**src/rtl/io_out_fifo_if.sv**
```systemverilog
// Core-write and downstream-stream signals of the output FIFO.
// The FIFO uses the slave view; the core/peripheral side uses the master view.
interface io_out_fifo_if #(
    parameter int NUBITS = 32,
    parameter int NUIOOU = 8,
    parameter int NAW    = (NUIOOU > 1) ? $clog2(NUIOOU) : 1
);
    // core write port
    logic              out_en;
    logic [NAW-1:0]    addr_out;
    logic [NUBITS-1:0] data_out;
    // show-ahead downstream stream
    logic              m_valid;
    logic              m_ready;
    logic [NAW-1:0]    m_addr;
    logic [NUBITS-1:0] m_data;
    logic [NUIOOU-1:0] m_sel;

    modport slave (
        input  out_en, addr_out, data_out, m_ready,
        output m_valid, m_addr, m_data, m_sel
    );

    modport master (
        output out_en, addr_out, data_out, m_ready,
        input  m_valid, m_addr, m_data, m_sel
    );
endinterface

```
**src/rtl/io_out_fifo.sv**
```systemverilog
// Output-side FIFO between the core I/O write port and the peripherals.
// Core writes are never stalled: a write into a full FIFO (with no pop in the
// same cycle) is dropped and counted. Downstream sees a show-ahead stream.
module io_out_fifo #(
    parameter int NUBITS = 32,
    parameter int NUIOOU = 8,
    parameter int FDEPTH = 16,
    localparam int NAW   = (NUIOOU > 1) ? $clog2(NUIOOU) : 1,
    localparam int PW    = $clog2(FDEPTH),
    localparam int LW    = PW + 1
) (
    input  logic                 clk,
    input  logic                 rst,
    io_out_fifo_if.slave         bus,
    output logic [LW-1:0]        level,
    output logic                 full,
    output logic                 ovf,
    input  logic                 ovf_clr,
    output logic [7:0]           drop_cnt
);
    localparam int EW = NAW + NUBITS;

    logic [EW-1:0]  mem_q [FDEPTH];
    logic [PW-1:0]  wp_q, wp_d, rp_q, rp_d;
    logic [LW-1:0]  cnt_q, cnt_d;
    logic           ovf_q, ovf_d;
    logic [7:0]     drop_q, drop_d;

    logic           push, pop, drop, valid;
    logic [NAW-1:0] wr_addr;
    logic [NAW-1:0] head_addr;
    logic [NUIOOU-1:0] sel;

    // Handshake decode and next-state for pointers, occupancy and overflow stats
    always_comb begin
        valid   = (cnt_q != '0);
        full    = (cnt_q == LW'(FDEPTH));
        pop     = valid & bus.m_ready;
        push    = bus.out_en & (~full | pop);
        drop    = bus.out_en & full & ~pop;
        // single-port configuration has no address to carry
        wr_addr = (NUIOOU == 1) ? '0 : bus.addr_out;

        wp_d   = wp_q;
        rp_d   = rp_q;
        cnt_d  = cnt_q;
        ovf_d  = ovf_q;
        drop_d = drop_q;

        if (push) wp_d = wp_q + PW'(1);
        if (pop)  rp_d = rp_q + PW'(1);
        if (push && !pop)      cnt_d = cnt_q + LW'(1);
        else if (pop && !push) cnt_d = cnt_q - LW'(1);

        // clear wins over a drop landing in the same cycle
        if (ovf_clr) begin
            ovf_d  = 1'b0;
            drop_d = 8'd0;
        end else if (drop) begin
            ovf_d = 1'b1;
            if (drop_q != 8'hFF) drop_d = drop_q + 8'd1;
        end
    end

    // Control state registers
    always_ff @(posedge clk or negedge rst) begin
        if (!rst) begin
            wp_q   <= '0;
            rp_q   <= '0;
            cnt_q  <= '0;
            ovf_q  <= 1'b0;
            drop_q <= 8'd0;
        end else begin
            wp_q   <= wp_d;
            rp_q   <= rp_d;
            cnt_q  <= cnt_d;
            ovf_q  <= ovf_d;
            drop_q <= drop_d;
        end
    end

    // Entry storage; contents are don't-care after reset so no reset term
    always_ff @(posedge clk) begin
        if (push) mem_q[wp_q] <= {wr_addr, bus.data_out};
    end

    // Show-ahead head outputs and one-hot port select
    always_comb begin
        head_addr = mem_q[rp_q][EW-1:NUBITS];
        sel       = '0;
        // addresses beyond the port range match no bit and select nothing
        for (int i = 0; i < NUIOOU; i++)
            sel[i] = valid && (int'(head_addr) == i);
    end

    assign bus.m_valid = valid;
    assign bus.m_addr  = head_addr;
    assign bus.m_data  = mem_q[rp_q][NUBITS-1:0];
    assign bus.m_sel   = sel;
    assign level       = cnt_q;
    assign ovf         = ovf_q;
    assign drop_cnt    = drop_q;
endmodule

```
**src/flat_wrapper.sv**
```systemverilog
// flat-port wrapper written by rule: the top's interface ports become plain ports
module io_out_fifo_flat 
#(
    parameter int NUBITS = 32,
    parameter int NUIOOU = 8,
    parameter int FDEPTH = 16,
    localparam int NAW   = (NUIOOU > 1) ? $clog2(NUIOOU) : 1,
    localparam int PW    = $clog2(FDEPTH),
    localparam int LW    = PW + 1
)
  (clk, rst, level, full, ovf, ovf_clr, drop_cnt, bus_out_en, bus_addr_out, bus_data_out, bus_m_ready, bus_m_valid, bus_m_addr, bus_m_data, bus_m_sel);
  io_out_fifo_if #(.NUBITS(NUBITS), .NUIOOU(NUIOOU)) bus_i ();
  input  logic clk;
  input  logic rst;
  output logic [LW-1:0] level;
  output logic full;
  output logic ovf;
  input  logic ovf_clr;
  output logic [7:0] drop_cnt;
  input wire logic [$bits(bus_i.out_en)-1:0] bus_out_en;
  input wire logic [$bits(bus_i.addr_out)-1:0] bus_addr_out;
  input wire logic [$bits(bus_i.data_out)-1:0] bus_data_out;
  input wire logic [$bits(bus_i.m_ready)-1:0] bus_m_ready;
  output wire logic [$bits(bus_i.m_valid)-1:0] bus_m_valid;
  output wire logic [$bits(bus_i.m_addr)-1:0] bus_m_addr;
  output wire logic [$bits(bus_i.m_data)-1:0] bus_m_data;
  output wire logic [$bits(bus_i.m_sel)-1:0] bus_m_sel;
  assign bus_i.out_en = bus_out_en;
  assign bus_i.addr_out = bus_addr_out;
  assign bus_i.data_out = bus_data_out;
  assign bus_i.m_ready = bus_m_ready;
  assign bus_m_valid = bus_i.m_valid;
  assign bus_m_addr = bus_i.m_addr;
  assign bus_m_data = bus_i.m_data;
  assign bus_m_sel = bus_i.m_sel;
  io_out_fifo #(.NUBITS(NUBITS), .NUIOOU(NUIOOU), .FDEPTH(FDEPTH)) u_core (.clk(clk), .rst(rst), .bus(bus_i), .level(level), .full(full), .ovf(ovf), .ovf_clr(ovf_clr), .drop_cnt(drop_cnt));
endmodule
```
**config.mk**
```make
export PLATFORM = sky130hd
export DESIGN_NAME = io_out_fifo_flat
export DESIGN_NICKNAME = d
export VERILOG_FILES = /design/src/rtl/io_out_fifo_if.sv /design/src/rtl/io_out_fifo.sv /design/src/flat_wrapper.sv
export SDC_FILE = /design/constraint.sdc
export NUM_CORES = 1
export LEC_CHECK = 0
export BUFFER_PORTS_ARGS = -buffer_cell sky130_fd_sc_hd__buf_2
export CELL_PAD_IN_SITES_DETAIL_PLACEMENT = 0
export CELL_PAD_IN_SITES_GLOBAL_PLACEMENT = 1
export CORE_ASPECT_RATIO = 1.5
export CORE_MARGIN = 1
export CORE_UTILIZATION = 55
export CTS_BUF_LIST = sky130_fd_sc_hd__clkbuf_8 sky130_fd_sc_hd__clkbuf_16
export CTS_CLUSTER_SIZE = 40
export DETAILED_ROUTE_END_ITERATION = 6
export PLACE_DENSITY_LB_ADDON = 0.1
export SLEW_MARGIN = 20
export SYNTH_ARGS = -nofsm -noshare
export SYNTH_HDL_FRONTEND = slang
export SYNTH_SLANG_ARGS = --single-unit
```
**constraint.sdc**
```tcl
create_clock -name clk -period 5.7 [get_ports clk]
set_input_delay 0.57 -clock clk [delete_from_list [all_inputs] [get_ports clk]]
set_output_delay 0.57 -clock clk [all_outputs]
set_load 0.01 [all_outputs]
```
# Word level (Yosys, flattened, before mapping)
# Memory sizes are Yosys's and may differ from the RTL's.
# Cells that the tools add are included.
# word_totals
memories	1
inputBits	40
wordCells	54
ram_bits	560
ff_bits	22
# memory_table
memory	words	word_bits	rd	rd_clocked_by_memory_dff	wr	line	source
u_core.mem_q	16	35	1	0	1	io_out_fifo.sv:23	logic [EW-1:0] mem_q [FDEPTH];
# classes
bitwise_logic	7
add_sub_neg	5
reduce_logical	18
eq_ne	9
n_mux	9
# op_table
op	count
2-to-1 mux 8 bit	3
equality test 3 bit (second input constant)	4
logical AND 1 bit	10
2-to-1 mux 5 bit	2
adder 4 x 1 -> 4 bit (second input constant)	2
adder 8 x 1 -> 8 bit (second input constant)	1
!= test 8 bit (second input constant)	1
equality test 3 x 2 -> 1 bit (second input constant)	2
nonzero test 2 bit	3
adder 5 x 1 -> 5 bit (second input constant)	1
equality test 5 bit (second input constant)	1
nonzero test 5 bit	1
subtractor 5 x 1 -> 5 bit (second input constant)	1
bitwise AND 1 bit	4
2-to-1 mux 1 bit	4
equality test 3 x 1 -> 1 bit (second input constant)	1
zero test 3 bit	1
zero test 1 bit	2
NOT 1 bit	2
AND reduction 2 bit	1
OR 1 bit	1

# Longest topological paths before layout
# Gate-level depths: netlist of run 1.
# logic_depth
ltp_word	8
mapped_depth	11
ltp_nobuf	11

# Least setup slack after synthesis of run 1
# Ideal clock, no wire load.
# synth_timing
kind	reg2reg
from	register u_core.cnt_q[0] (netlist: u_core.level[0])
to	memory u_core.mem_q[3][0] (netlist name) (enable)
setup_ns	0.471
arrival_ns	3.870
setup_slack_ns	1.360
t_required_ns	5.229
n_path_buf	0
period_less_slack_ns	4.340
stages_incl_launch_ff	6
cell_sequence	dfrtp_1 > nor4_4 > and2_1 > a21boi_1 > nand2_1 > nor3_1
# synth_between
elab_chain_cells	6
word_cells_on_any_way	8
classes_between	eq/ne: 1; mux: 2; bitwise: 4; reduce/logical: 1
# synth_rtl
element	line	source
start: declaration	io_out_fifo.sv:25	logic [LW-1:0] cnt_q, cnt_d;
start signal: assignment	io_out_fifo.sv:76	cnt_q <= cnt_d;
equality test 5 bit	io_out_fifo.sv:37	full = (cnt_q == LW'(FDEPTH));
via full	flat_wrapper.sv:16	output logic full;
NOT 1 bit	io_out_fifo.sv:39	push = bus.out_en & (~full | pop);
OR 1 bit	io_out_fifo.sv:39	
bitwise AND 1 bit	io_out_fifo.sv:39	
via u_core.push	io_out_fifo.sv:29	logic push, pop, drop, valid;
2-to-1 mux 1 bit	io_out_fifo.sv:84	if (push) mem_q[wp_q] <= {wr_addr, bus.data_out};
2-to-1 mux 1 bit (not written as such)	io_out_fifo.sv:84	
end: declaration	io_out_fifo.sv:23	
# The timed path passes the listed nets, and every way through them passes these cells.

# Final worst setup path of run 1
# layout_timing
from	register u_core.rp_q[0]
to	output port bus_m_data[23]
# layout_between
elab_chain_cells	1
# layout_rtl
element	line	source
start: declaration	io_out_fifo.sv:24	logic [PW-1:0] wp_q, wp_d, rp_q, rp_d;
start signal: assignment	io_out_fifo.sv:75	rp_q <= rp_d;
memory read (16 x 35 bit)	--	
end: declaration	flat_wrapper.sv:26	output wire logic [$bits(bus_i.m_data)-1:0] bus_m_data;
# No other way between the ends.

==> results.md, run 1 <==
- Largest family of logic cells by synthesized area: multiplexers
- Sw Ratio: 0.2879
- Vias: 10040
- Chip Width: about 170 um
- DRC viols: 0
- Fraction of layout cells with a size suffix above 1: 0.3094
- Buf/Inv on CP: 2
- Area growth syn-to-layout: 12.22%
- CP Cell Sequence: buf_12 -> mux4_1 -> mux4_2 -> buf_2
- Clock Skew: approximately 0.026 ns
- Initial DRT Pass Iterations: 4
- Antenna violations before repair: 2
- Critical path's slowest cell: dfrtp_4
- Compound-gate portion of the synthesized area: 0.007680
- Top cell type's share of synthesized area: 0.7425
- Final total power: about 12 mW
- Clock Path Buffers: 3
- Max_slew headroom: 0.3044
- CTS tree: built
- Clk Tree Root Cell: clkbuf_16
- Minimum clock period: 4.014 ns
- Setup crit start kind: register
- Layout fillers: 2755
- Setup TNS: 0 ns
- Gr usage total: 0.2261
- Initial DRC Count: 728
- CTS H-tree lvls: 2
- Total grt overflow: 0
- IO buf count: 98
- Core Area: 0.04043 mm2
- CTS clk-pin slew, worst paths: 0.06 ns
- Critical path's largest stage delay: 1.09 ns
- Final Slew Violations: 0
- CTS Sinks: 582
- Yosys warnings: 0
- VDD IR max: approximately 0.00036 V
- Post-route ant nets: 0
- CP Capture Type: output port
- Vias in the first global route: 10510
- ANT cells: 0
- Wire length of the first global-routing pass: 67920 um
- Post-CTS Setup Bufs: 0
- Syn nets: roughly 1000
- Hold Fails Final Rpt: 0
- Mapped Avg Cell Area: around 24 um2
- Pin count of the biggest net entering global routing: 86
- Synth Instances: 944
- Final core occ: 0.6287
- Starting Density: 0.5602
- Seq/Total Area, Yosys: 0.7669
- PostCTS Resize Cnt: 0
- Synthesized-area fraction occupied by adder cells: 0.006409
- Final setup margin: 1.686 ns
- Final #Nets: 1126
- # setup viols final: 0
- Seq cells post-synth: 582
- # IOs: 99
- Int Pwr: slightly below 9 mW
- Unrepaired setup endpoints after global routing: false
- Worst Tran Pin Value: 1.043 ns
- Comb pwr share: 0.281
- Seq pwr share: 0.450
- Die area: roughly 0.042 mm2
- Yosys top cell by area: edfxtp_1
- CTS Hold Bufs: 1
- Placed wire-length estimate: 23770 um
- Ranking of synthesized cells by area: edfxtp_1, mux4_2, mux4_1, dfrtp_1, ha_1
- Wire length per cell: 28.09 um
- DP Worst Slack: 2.194 ns
- Leak: 8.411 nW
- Die Height: 250.5 um
- Switching power total: approximately 3.5 mW
- XOR/XNOR Fraction of Synth Area: 0.005801
- TritonCTS buffer count: 51
- Critical Path Fanout Max: 53
- Clk Latency, worst-skew pair: 0.58 ns
- Mux cell area share after synthesis: 0.1815
- Part of the power in the clock network: 0.269
- Synth cell types: just over 40
- Delay-heaviest family, CP: multiplexers
- Critical Path AT: 3.44 ns
- Number of cell rows: 90
- Cell area power density: ~480 mW/mm2
- Status: complete, no violations
- Vias per cell: slightly above 6
- Crit Path Class: reg -> out
- Tcrit/Tclk final: 0.7043
- Fmax: 249.1 MHz
- Max cap viols: 0
- Critical Path RT: 5.13 ns
- Gpl congestion: 0.6901
- Simple-gate share of the synthesized area: 0.01619
- DRT Wirelength: roughly 46000 um
- Syn Std Cell Area: 0.02265 mm2
- Hold crit path type: in -> reg
[cells in the mapped netlist]
library cell / number
edfxtp_1: 560
mux4_2: 126
mux4_1: 46
nor2_1: 26
dfrtp_1: 22
buf_2: 21
nand2_1: 18
xnor2_1: 12
buf_6: 11
ha_1: 10
inv_1: 10
clkbuf_1: 8
nand3_1: 7
a21oi_1: 6
nor2b_1: 6
o21ai_0: 5
and3_1: 4
buf_1: 4
mux2_2: 4
nand2b_1: 4
nor3_1: 4
nand4_1: 3
xor2_1: 3
a2111oi_0: 2
a21o_1: 2
a22oi_1: 2
and2_1: 2
buf_12: 2
mux2i_1: 2
a211oi_1: 1
a21boi_0: 1
a21boi_1: 1
a22o_1: 1
a311oi_1: 1
a31o_2: 1
a31oi_1: 1
fa_1: 1
nor4_4: 1
o21a_1: 1
o2bb2ai_1: 1
or3_1: 1
[kinds of logic (layout without fill, tap and decap cells)]
| kind of cell | after synthesis | after routing |
|---|---|---|
| AO/OA/AOI/OAI | 26 | 26 |
| XOR/XNOR | 15 | 15 |
| adder cells (fa/ha/maj) | 11 | 11 |
| buffers and inverters | 56 | 227 |
| flip-flops | 582 | 582 |
| multiplexers | 178 | 178 |
| AND/OR/NAND/NOR | 76 | 76 |
[layer usage]
| layer | GRT usage | vias to the layer above | part of all wire |
|---|---|---|---|
| met5 | 0 | - | 0.00040 |
| met1 | 0.3024 | 5428 | 0.41 |
| met4 | 0.05478 | 4 | 0.017 |
| met2 | 0.3963 | 240 | 0.53 |
| li1 | - | 4317 | - |
| met3 | 0.03049 | 55 | 0.042 |
[final timing paths]
| check | startpoint | endpoint | slack, ns | depth (start not counted) |
|---|---|---|---|---|
| max | u_core.rp_q[0]$_DFFE_PN0N_ | bus_m_data[23] | 1.69 | 4 |
| min | ovf_clr | u_core.ovf$_DFFE_PN0P_ | 0.30 | 2 |
| max reg2reg | u_core.level[0]$_DFFE_PN0P_ | u_core.mem_q[9][0]$_DFFE_PP_ | 2.28 | 6 |
| min reg2reg | u_core.ovf$_DFFE_PN0P_ | u_core.ovf$_DFFE_PN0P_ | 0.51 | 2 |
| max in group asynchronous | rst | u_core.rp_q[0]$_DFFE_PN0N_ | 4.76 | 2 |
| min in group asynchronous | rst | u_core.drop_cnt[6]$_DFFE_PN0P_ | 0.53 | 2 |
[per-stage QoR]
| step | hold slack, ns | area (um2) | cells |
|---|---|---|---|
| final | 0.2993 | 25410 | 1621 |
| after global routing | 0.3149 | 25410 | 1621 |
| after detailed placement | 0.5084 | 23790 | 1527 |
| after CTS | 0.2910 | 25410 | 1621 |
| after floorplan | 0.2744 | 22650 | 944 |
| after global placement | 0.5018 | 23790 | 1527 |
[worst register-to-register path, stage by stage, from the launching register on]
cell      delay (ns)
dfrtp_1         0.46
nor4_4          0.10
and2_1          0.17
a21boi_1        0.67
nand2_1         0.40
nor2_4          0.87
buf_4           0.42
[registers in the layout, summed over array words and instances, names as in the netlist]
signal and count:
u_core.level 5, u_core.wp_q 4, u_core.rp_q 4, u_core.mem_q 560
u_core.drop_cnt 8, u_core.ovf 1
[area by class of cell]
type                    count  area [um2]  area share
repair buffers            124       713.2     0.02806
clock inverters            39       284.0     0.01118
inverters                  10       37.54    0.001477
well taps                 506       633.1     0.02491
multi-input cells         306        5039      0.1983
clock buffers              54        1329     0.05228
flip-flops and latches    582       17380      0.6838
[layout by cell type (no fill, tap or decap), types with 2 or more instances in the layout]
master,Yosys,layout
dfrtp_4,0,3
nor2b_1,6,6
and2_1,2,2
mux4_2,126,126
clkinv_2,0,9
nand2_1,18,18
mux2i_1,2,2
clkbuf_16,0,52
xnor2_1,12,12
buf_2,21,98
inv_1,10,27
buf_4,0,23
buf_12,2,2
a21o_1,2,2
xor2_1,3,3
nor2_4,0,12
ha_1,10,10
and3_1,4,4
a2111oi_0,2,2
mux4_1,46,46
nor2_1,26,14
dfrtp_1,22,18
nand4_1,3,3
clkinv_1,0,6
o21ai_0,5,5
mux2_2,4,4
a22oi_1,2,2
nand3_1,7,7
clkbuf_8,0,2
a21oi_1,6,6
nor3_2,0,4
nand2b_1,4,4
bufinv_16,0,4
edfxtp_1,560,560
[power by group through the flow]
stage	sequential, mW	clock, mW	combinational [mW]
final	5.54	3.31	3.45
after global placement	5.63	0	3.51
after detailed placement	5.65	0	3.52
after global routing	5.60	3.52	3.70
after floorplan	5.34	0	2.67
after CTS	5.56	3.37	3.53
No activity file was read; power rests on OpenSTA's default activity.
==> inputs of run 2 (changes only) <==
==> constraint.sdc (replaced) <==
create_clock -name clk -period 3.8 [get_ports clk]
set_input_delay 0.38 -clock clk [delete_from_list [all_inputs] [get_ports clk]]
set_output_delay 0.38 -clock clk [all_outputs]
set_load 0.01 [all_outputs]
==> results.md, run 2 (synthesis results as in run 1) <==
- Hold Fails Final Rpt: 0
- Wire length of the first global-routing pass: 66210 um
- TritonCTS buffer count: 52
- Placed wire-length estimate: 24680 um
- Status: complete, no violations
- CP Capture Type: output port
- Clk Latency, worst-skew pair: 0.58 ns
- Critical path's slowest cell: dfrtp_4
- Min-Delay Startpoint: bus_m_ready
- Worst r2r src: u_core.level[0]$_DFFE_PN0P_
- Crit Path Class: reg -> out
- Critical Path AT: 3.09 ns
- Biggest register: u_core.mem_q
- Die area: ~0.042 mm2
- Clk Tree Root Cell: clkbuf_16
- Commonest cells after routing, fill and taps aside: edfxtp_1, mux4_2, buf_2
- CTS tree: built
- Clock Path Buffers: 3
- Gr usage total: 0.2182
- Crit path from: u_core.rp_q[0]$_DFFE_PN0N_
- Fraction of layout cells with a size suffix above 1: 0.3191
- Max_slew headroom: 0.5140
- Total grt overflow: 0
- Starting Density: 0.5602
- Most used cell, CP: nand3_1
- DRT Wirelength: approximately 44000 um
- Initial DRC Count: 770
- Area growth syn-to-layout: 13.92%
- Leak: 8.529 nW
- PostCTS Resize Cnt: 0
- Max cap viols: 0
- Post-route ant nets: 0
- ANT cells: 0
- Tcrit/Tclk final: 0.9132
- CP Cell Sequence: buf_12 -> mux4_1 -> nand3_1 -> nand3_1 -> nand2b_1 -> nor2b_1 -> buf_2
- Worst Tran Pin Value: 0.7290 ns
- Placed cell area: 0.02401 mm2
- Clock Skew: 0.01348 ns
- CTS Hold Bufs: 1
- Vias in the first global route: 10490
- Commonest non-fill, non-tap cell in the layout: edfxtp_1
- Number of cell rows: 90
- Reg2reg path depth: 11
- Final #Nets: 1136
- Initial DRT Pass Iterations: 5
- Fin Hold WS: 0.1042 ns
- Final core occ: 0.6382
- Post-CTS Setup Bufs: 0
- Chip Width: 167.7 um
- Gpl congestion: about 0.7
- Hold crit path type: in -> reg
- Setup TNS: 0 ns
- CTS Sinks: 582
- Final std cells w/o fill: 1631
- CTS clk-pin slew, worst paths: 0.07 ns
- Die Height: 250.5 um
- Fmax: 288.2 MHz
- Critical path's largest stage delay: 0.75 ns
- Setup crit start kind: register
- CTS H-tree lvls: 2
- Flip-flop count of the largest register after layout: 560
- VDD IR max: between 0.0004 and 0.0005 V
- FF-to-FF End: u_core.level[4]$_DFFE_PN0P_
- Unrepaired setup endpoints after global routing: false
- Flop2flop setup slack: 0.76 ns
- Cell area power density: 739.4 mW/mm2
- Critical Path Fanout Max: 29
- Pin count of the biggest net entering global routing: 43
- Final Instance Area: between 0.02 and 0.03 mm2
- Core Area: 0.04043 mm2
- Placed Cells: 1536
- Wire length per cell: 27.00 um
- Vias per cell: 6.176
- Antenna violations before repair: 2
- Final Slew Violations: 0
- IO buf count: 98
- # setup viols final: 0
- Hold path cells: 3
- Minimum clock period: around 3.5 ns
- DRC viols: 0
- Vias: 10070
- # IOs: 99
- WHS Endpoint: u_core.rp_q[2]$_DFFE_PN0N_
- Critical Path RT: 3.42 ns
==> run 2: cell count changes in the layout (fill, tap and decap cells not counted), sizes merged <==
| cell | previous run | this run |
|---|---|---|
| clkinv | 16 | 17 |
| bufinv | 4 | 10 |
| inv | 28 | 20 |
| buf | 123 | 132 |
| clkbuf | 54 | 53 |
| clkinvlp | 1 | 4 |
==> run 2: area by class of cell <==
cell class / instances / area (um2)
clock inverters: 41 / 452.9
multi-input cells: 306 / 5064
flip-flops and latches: 582 / 17380
inverters: 10 / 37.54
clock buffers: 53 / 1326
fillers: 2688 / 14630
repair buffers: 133 / 905.9
well taps: 506 / 633.1
==> run 2: worst max-delay path by stage <==
stage | slack, ns | cells after the start | to
finish | 0.33 | 7 | bus_m_sel[1]
global route | 0.11 | 7 | bus_m_sel[1]
CTS | 0.29 | 7 | bus_m_sel[4]
detailed placement | 0.75 | 11 | u_core.level[4]$_DFFE_PN0P_
global placement | 0.78 | 11 | u_core.level[4]$_DFFE_PN0P_
floorplan | 0.39 | 5 | u_core.mem_q[7][0]$_DFFE_PP_
==> run 2: stage by stage <==
step	worst slack, ns	power (mW)
3_5_place_dp	0.7452	13.86
4_1_cts	0.2868	19.32
6_report	0.3299	19.08
3_3_place_gp	0.7791	13.84
2_1_floorplan	0.3941	12.03
5_1_grt	0.1099	19.84
==> run 2: report_power, final <==
| group | leakage [nW] | internal, mW | switching, mW | total, mW |
|---|---|---|---|---|
| clock | 0.888 | 3.21 | 2.24 | 5.45 |
| sequential | 5.33 | 7.72 | 0.520 | 8.24 |
| combinational | 2.31 | 2.70 | 2.68 | 5.38 |
| total | 8.53 | 13.6 | 5.44 | 19.1 |
==> run 2: layer usage <==
layer,routed length [um],vias up,GRT usage
li1,-,4333,-
met1,18470,5448,0.2906
met2,23120,226,0.3815
met3,1573,62,0.02923
met4,866,4,0.05793
met5,18,-,0
==> run 2: worst max-delay path: cells and delay by family, from the launching register on <==
| kind | cells | cell delay, ns |
|---|---|---|
| buffers and inverters | 2 | 0.44 |
| and+or+nand+nor | 4 | 0.73 |
| muxes | 1 | 0.57 |
| DFF | 1 | 0.75 |
